<file path="config.mk">
export PLATFORM = sky130hd
export DESIGN_NAME = receive_pixel
export DESIGN_NICKNAME = d
export VERILOG_FILES = /design/src/rtl/pixel_link_pkg.sv /design/src/rtl/byte_timeout.sv /design/src/rtl/receive_pixel.sv
export SDC_FILE = /design/constraint.sdc
export NUM_CORES = 1
export LEC_CHECK = 0
export BUFFER_PORTS_ARGS = -buffer_cell sky130_fd_sc_hd__buf_4
export CAP_MARGIN = 20
export CORE_ASPECT_RATIO = 1.25
export CORE_UTILIZATION = 48
export DETAILED_ROUTE_END_ITERATION = 10
export GPL_TIMING_DRIVEN = 0
export PLACE_DENSITY = 0.73
export SLEW_MARGIN = 20
export SYNTH_ARGS = -nofsm -noshare
export SYNTH_HDL_FRONTEND = slang
export SYNTH_SLANG_ARGS = --single-unit
</file>
<file path="constraint.sdc">
create_clock -name clk -period 1.4 [get_ports clk]
set_input_delay 0 -clock clk [delete_from_list [all_inputs] [get_ports clk]]
set_output_delay 0 -clock clk [all_outputs]
set_load 0.02 [all_outputs]
</file>
<file path="src/rtl/pixel_link_pkg.sv">
// Shared definitions for the FPGA-to-NANO pixel link: byte/pixel widths, the
// receive-side state encoding, and the byte-pair to pixel join.
package pixel_link_pkg;

    localparam int PIXEL_W     = 12;
    localparam int BYTE_W      = 8;
    localparam int HI_BYTE_MSB = 11;
    localparam int HI_BYTE_LSB = 4;

    typedef enum logic [1:0] {
        WAIT_HI = 2'd0,
        WAIT_LO = 2'd1,
        PRESENT = 2'd2
    } rx_pixel_state_t;

    // High byte carries pixel[11:4]; the low byte carries pixel[3:0] in its upper nibble.
    function automatic logic [PIXEL_W-1:0] join_pixel(input logic [BYTE_W-1:0] hi,
                                                      input logic [BYTE_W-1:0] lo);
        return {hi, lo[BYTE_W-1:HI_BYTE_LSB]};
    endfunction

endpackage

</file>
<file path="src/rtl/byte_timeout.sv">
// Inter-byte watchdog: armed by start, disarmed by clear, and raises expired
// once TIMEOUT_CLKS-1 idle cycles have been counted since it was armed.
module byte_timeout #(
    parameter int TIMEOUT_CLKS = 13020
) (
    input  logic clk,
    input  logic reset,
    input  logic start,
    input  logic clear,
    output logic expired
);

    localparam int CNT_W = (TIMEOUT_CLKS > 1) ? $clog2(TIMEOUT_CLKS) : 1;
    localparam logic [CNT_W-1:0] LAST = CNT_W'(TIMEOUT_CLKS - 1);

    logic [CNT_W-1:0] count;
    logic             active;

    assign expired = active && (count == LAST);

    // NOTE: sequential state uses <= so every register samples pre-edge values.
    always_ff @(posedge clk) begin
        if (!reset) begin
            count  <= '0;
            active <= 1'b0;
        end else if (clear) begin
            count  <= '0;
            active <= 1'b0;
        end else if (start) begin
            count  <= '0;
            active <= 1'b1;
        end else if (active && !expired) begin
            count <= count + CNT_W'(1);
        end
    end

endmodule

</file>
<file path="src/rtl/receive_pixel.sv">
// Reassembles hi/lo byte pairs from uart_rx into 12-bit pixels and presents
// them with a wrapping frame address on a valid/ready port.
module receive_pixel
    import pixel_link_pkg::*;
#(
    parameter int IMAGE_SIZE   = 4,
    parameter int ADDR_W       = (IMAGE_SIZE > 1) ? $clog2(IMAGE_SIZE) : 1,
    parameter int TIMEOUT_CLKS = 13020
) (
    input  logic              clk,
    input  logic              reset,
    input  logic              frame_clear,
    input  logic [7:0]        byte_in,
    input  logic              byte_valid,
    output logic              byte_ready,
    output logic [11:0]       pixel_out,
    output logic [ADDR_W-1:0] pixel_addr,
    output logic              pixel_valid,
    input  logic              pixel_ready,
    output logic              frame_done,
    output logic              sync_error
);

    localparam logic [ADDR_W-1:0] LAST_ADDR = ADDR_W'(IMAGE_SIZE - 1);

    rx_pixel_state_t state, state_next;

    logic byte_hs;
    logic hi_accept;
    logic lo_accept;
    logic timed_out;
    logic pixel_fire;
    logic tmo_clear;
    logic tmo_expired;

    always_ff @(posedge clk) begin
        if (!reset) state <= WAIT_HI;
        else        state <= state_next;
    end

    // NOTE: defaults first so every path assigns every output; no latches.
    always_comb begin
        state_next  = state;
        byte_ready  = 1'b0;
        pixel_valid = 1'b0;
        case (state)
            WAIT_HI: begin
                byte_ready = reset;
                if (byte_valid && reset) state_next = WAIT_LO;
            end
            WAIT_LO: begin
                byte_ready = reset;
                if (byte_valid && reset) state_next = PRESENT;
                else if (tmo_expired)    state_next = WAIT_HI;
            end
            PRESENT: begin
                pixel_valid = 1'b1;
                if (pixel_ready) state_next = WAIT_HI;
            end
            default: state_next = WAIT_HI;
        endcase
        if (frame_clear) state_next = WAIT_HI;
    end

    // frame_clear suppresses every handshake and event in its cycle.
    assign byte_hs    = byte_valid && byte_ready && !frame_clear;
    assign hi_accept  = byte_hs && (state == WAIT_HI);
    assign lo_accept  = byte_hs && (state == WAIT_LO);
    assign timed_out  = (state == WAIT_LO) && !(byte_valid && byte_ready)
                        && tmo_expired && !frame_clear;
    assign pixel_fire = pixel_valid && pixel_ready && !frame_clear;
    assign tmo_clear  = frame_clear || lo_accept || timed_out;

    byte_timeout #(
        .TIMEOUT_CLKS(TIMEOUT_CLKS)
    ) u_lo_watchdog (
        .clk    (clk),
        .reset  (reset),
        .start  (hi_accept),
        .clear  (tmo_clear),
        .expired(tmo_expired)
    );

    always_ff @(posedge clk) begin
        if (!reset) begin
            pixel_out  <= '0;
            pixel_addr <= '0;
            frame_done <= 1'b0;
            sync_error <= 1'b0;
        end else begin
            frame_done <= 1'b0;
            sync_error <= 1'b0;
            if (hi_accept) pixel_out[HI_BYTE_MSB:HI_BYTE_LSB] <= byte_in;
            if (lo_accept) begin
                pixel_out  <= join_pixel(pixel_out[HI_BYTE_MSB:HI_BYTE_LSB], byte_in);
                sync_error <= (byte_in[3:0] != 4'h0);
            end
            if (timed_out) sync_error <= 1'b1;
            if (frame_clear) begin
                pixel_addr <= '0;
            end else if (pixel_fire) begin
                if (pixel_addr == LAST_ADDR) begin
                    pixel_addr <= '0;
                    frame_done <= 1'b1;
                end else begin
                    pixel_addr <= pixel_addr + ADDR_W'(1);
                end
            end
        end
    end

endmodule

</file>
==> flow_summary.json <==
{
  "outcome": "finished with violations",
  "failed_checks": "negative setup slack",
  "area_delta_synth_final_pct": 38.8,
  "synth_edf_count": 0,
  "synthArstFlopShare": 0,
  "whs_path_depth": 4,
  "drt_iter0_drc": 31,
  "syn_area_per_cell_um2": 9.29,
  "synth_compound_area_frac": 0.0682,
  "setup_viol": 2,
  "critical_path_arrival_ns": 1.71,
  "post_dp_cell_area_um2": 1810,
  "cts_tree": "built",
  "grt_pass1_wl_mm": 5.93,
  "worstMarginPinSlew_ns": 0.406,
  "antenna_found_initial": 0,
  "place_congestion": 0.780,
  "end_kind": "flip-flop",
  "first_pass_iters": 4,
  "ys_seq_area_frac": 0.429,
  "fin_crit_ns": 1.43,
  "design_area_um2": 2140,
  "drcViolationCount": 0,
  "cts_buffers": 5,
  "syn_inst": 166,
  "yosys.area_share.simple": 0.360,
  "grt_max_degree": 11,
  "synthMuxAreaShare": 0.0325,
  "synth_warnings": 0,
  "avgViaCountPerCell": 5.19,
  "timing.hold.ws_ns": 0.396,
  "yosysUniqueCellTypes": 33,
  "holdCritPathClass": "in2reg",
  "clock_skew_ns": 0.00979,
  "die_h_um": 65.4,
  "final_max_slew_viol_count": 0,
  "layout.nets": 237,
  "antenna-diode-count": 0,
  "core_area_um2": 3000,
  "grt_pass1_vias": 1426,
  "htree_num_levels": 2,
  "fin_cells": 259,
  "post_drt_wl_per_cell_um": 14.0,
  "rr_worst_depth": 5,
  "setup_ws_ns": -0.0276,
  "synth.top_cell.area_share": 0.429,
  "synthAdderAreaFrac": 0.0162,
  "synth_ff_type": "dfxtp_1",
  "finalHoldViolCount": 0,
  "rsz0062_at_grt": "yes",
  "yosys_register_bits": 33,
  "yosys.area.top_type": "dfxtp_1",
  "initial_core_util": 0.514,
  "ioPinCount": 31,
  "cts_root_buf": "clkbuf_4",
  "worst_ep_required_time_ns": 1.68,
  "clock_sinks": 33,
  "die_w_um": 52.7,
  "total_power_mw": 1.90,
  "crit_fanout": 5,
  "max_freq_mhz": 700,
  "period_share": 1.02,
  "netlist_area_um2": 1540,
  "clk_latency_ns": 0.34,
  "synth_fp_nets": 181,
  "power.leakage_nw": 0.838,
  "path_clk_slew_ns": 0.10,
  "port-buffer-count": 30,
  "die-area_um2": 3440,
  "yosysMostFrequentCell": "dfxtp_1",
  "ir_worst_vdd_uv": 790,
  "overflow": 0,
  "dp_hpwl_mm": 2.37,
  "crit_type": "reg2reg",
  "crit_path_start_kind": "flip-flop",
  "fill_cells": 201,
  "vias": 1343,
  "synth_top_family_by_area": "simple AND/OR/NAND/NOR gates",
  "yosys-top-cells-count": "dfxtp_1, nand2_1, nor2_1",
  "cap_violations": 0,
  "drive_gt1_frac": 0.341,
  "ys_top_cells_by_area": "dfxtp_1, nand2_1, xnor2_1",
  "pwr_density_cell_nw_per_um2": 890,
  "cts_buffer_depth": 2,
  "wirelength_mm": 3.61,
  "synth_xor_area_frac": 0.0682,
  "rows": 22,
  "gr-usage-all-layers": 0.235,
  "ant_nets": 0,
  "placed_cells": 232,
  "max_slew_margin": 0.729
}
==> where the power goes <==
part           leakage [nW]  internal (mW)  switching [mW]  total (mW)
sequential            0.273          0.950          0.0153       0.966
combinational         0.520         0.0975          0.0859       0.183
clock                0.0455          0.426           0.328       0.754
==> cells in the final DEF (no fill, tap or decap), types with 2 or more instances in the layout <==
cell,Yosys,final
nor4_4,3,3
nor2_2,1,2
dfxtp_4,0,3
a21oi_1,6,5
nor3_1,5,5
nand2_1,27,27
dlygate4sd3_1,0,12
xor2_1,2,2
nor2_4,2,3
nand4_1,2,2
buf_6,0,3
inv_1,6,6
o21ai_0,9,9
dfxtp_1,33,23
xnor2_1,10,9
mux2i_1,5,5
clkbuf_4,0,5
nand3_1,5,4
clkbuf_1,1,2
and4_1,2,2
nor2_1,20,18
buf_4,2,36
nor2b_1,6,6
nand4_4,3,3
dfxtp_2,0,7
nand2b_1,3,3
==> flip-flops by register name (all words and copies together), names as in the netlist <==
signal / cells
u_lo_watchdog.count: 14
pixel_out: 12
pixel_addr: 2
state: 2
frame_done: 1
sync_error: 1
u_lo_watchdog.active: 1
==> final cells by class <==
type	instances	area [um^2]	share of cell area
Buffer	3	26.3	0.0123
Clock inverter	1	30.0	0.0140
Timing Repair Buffer	49	402	0.188
Sequential cell	33	681	0.318
Inverter	6	22.5	0.0105
Tap cell	36	45.0	0.0211
Clock buffer	7	55.1	0.0257
Multi-Input combinational cell	124	878	0.411
==> metrics by stage <==
stage / utilization / TNS [ns] / setup WS [ns]
after detailed placement: 0.605 / -1.57 / -0.159
after floorplan: - / 0 / 0.0194
after CTS: 0.681 / -0.000696 / -0.000696
final: 0.713 / -0.0312 / -0.0276
after global routing: 0.713 / -0.981 / -0.0887
after global placement: 0.605 / -1.22 / -0.124
==> routing by layer <==
| metal | routed length, um | share of wire | track usage | up-vias |
|---|---|---|---|---|
| met5 | 0 | 0 | 0 | - |
| met4 | 95 | 0.026 | 0.112 | 0 |
| met3 | 152 | 0.042 | 0.0602 | 12 |
| met2 | 1990 | 0.55 | 0.441 | 33 |
| met1 | 1370 | 0.38 | 0.229 | 620 |
| li1 | - | - | - | 678 |
==> path summary, 6_finish.rpt <==
path | end | start | slack (ns)
setup reg to reg | sync_error$_SDFF_PN0_ | u_lo_watchdog.count[2]$_SDFFE_PP0P_ | -0.03
setup / recovery | sync_error$_SDFF_PN0_ | u_lo_watchdog.count[2]$_SDFFE_PP0P_ | -0.03
hold / removal | pixel_out[10]$_SDFFE_PN0P_ | byte_in[6] | 0.40
hold reg to reg | pixel_out[7]$_SDFFE_PN0P_ | pixel_out[7]$_SDFFE_PN0P_ | 0.47
==> worst max-delay path: stages (launching register included) <==
cell and delay, ns:
dfxtp_4 0.39, nor4b_4 0.35, nand4_1 0.20, buf_4 0.18, o21a_1 0.16, nor2_1 0.08
==> logic make-up (layout without fill, tap and decap cells) <==
family,Yosys count,count (layout)
buf+inv,9,66
mux,5,5
xor+xnor,12,12
compound gates,18,18
fa+ha+maj,2,2
flops,33,33
simple gates,87,87
==> timing repair <==
item	in CTS	in global routing
gates resized for setup	5	19
setup buffers	1	5
hold endpoints to repair	18	0
pin swaps	4	9
hold buffers	12	0
gates cloned	0	1
endpoints found under the setup margin	19	27
Note: power is estimated with default switching activity, not from simulation.
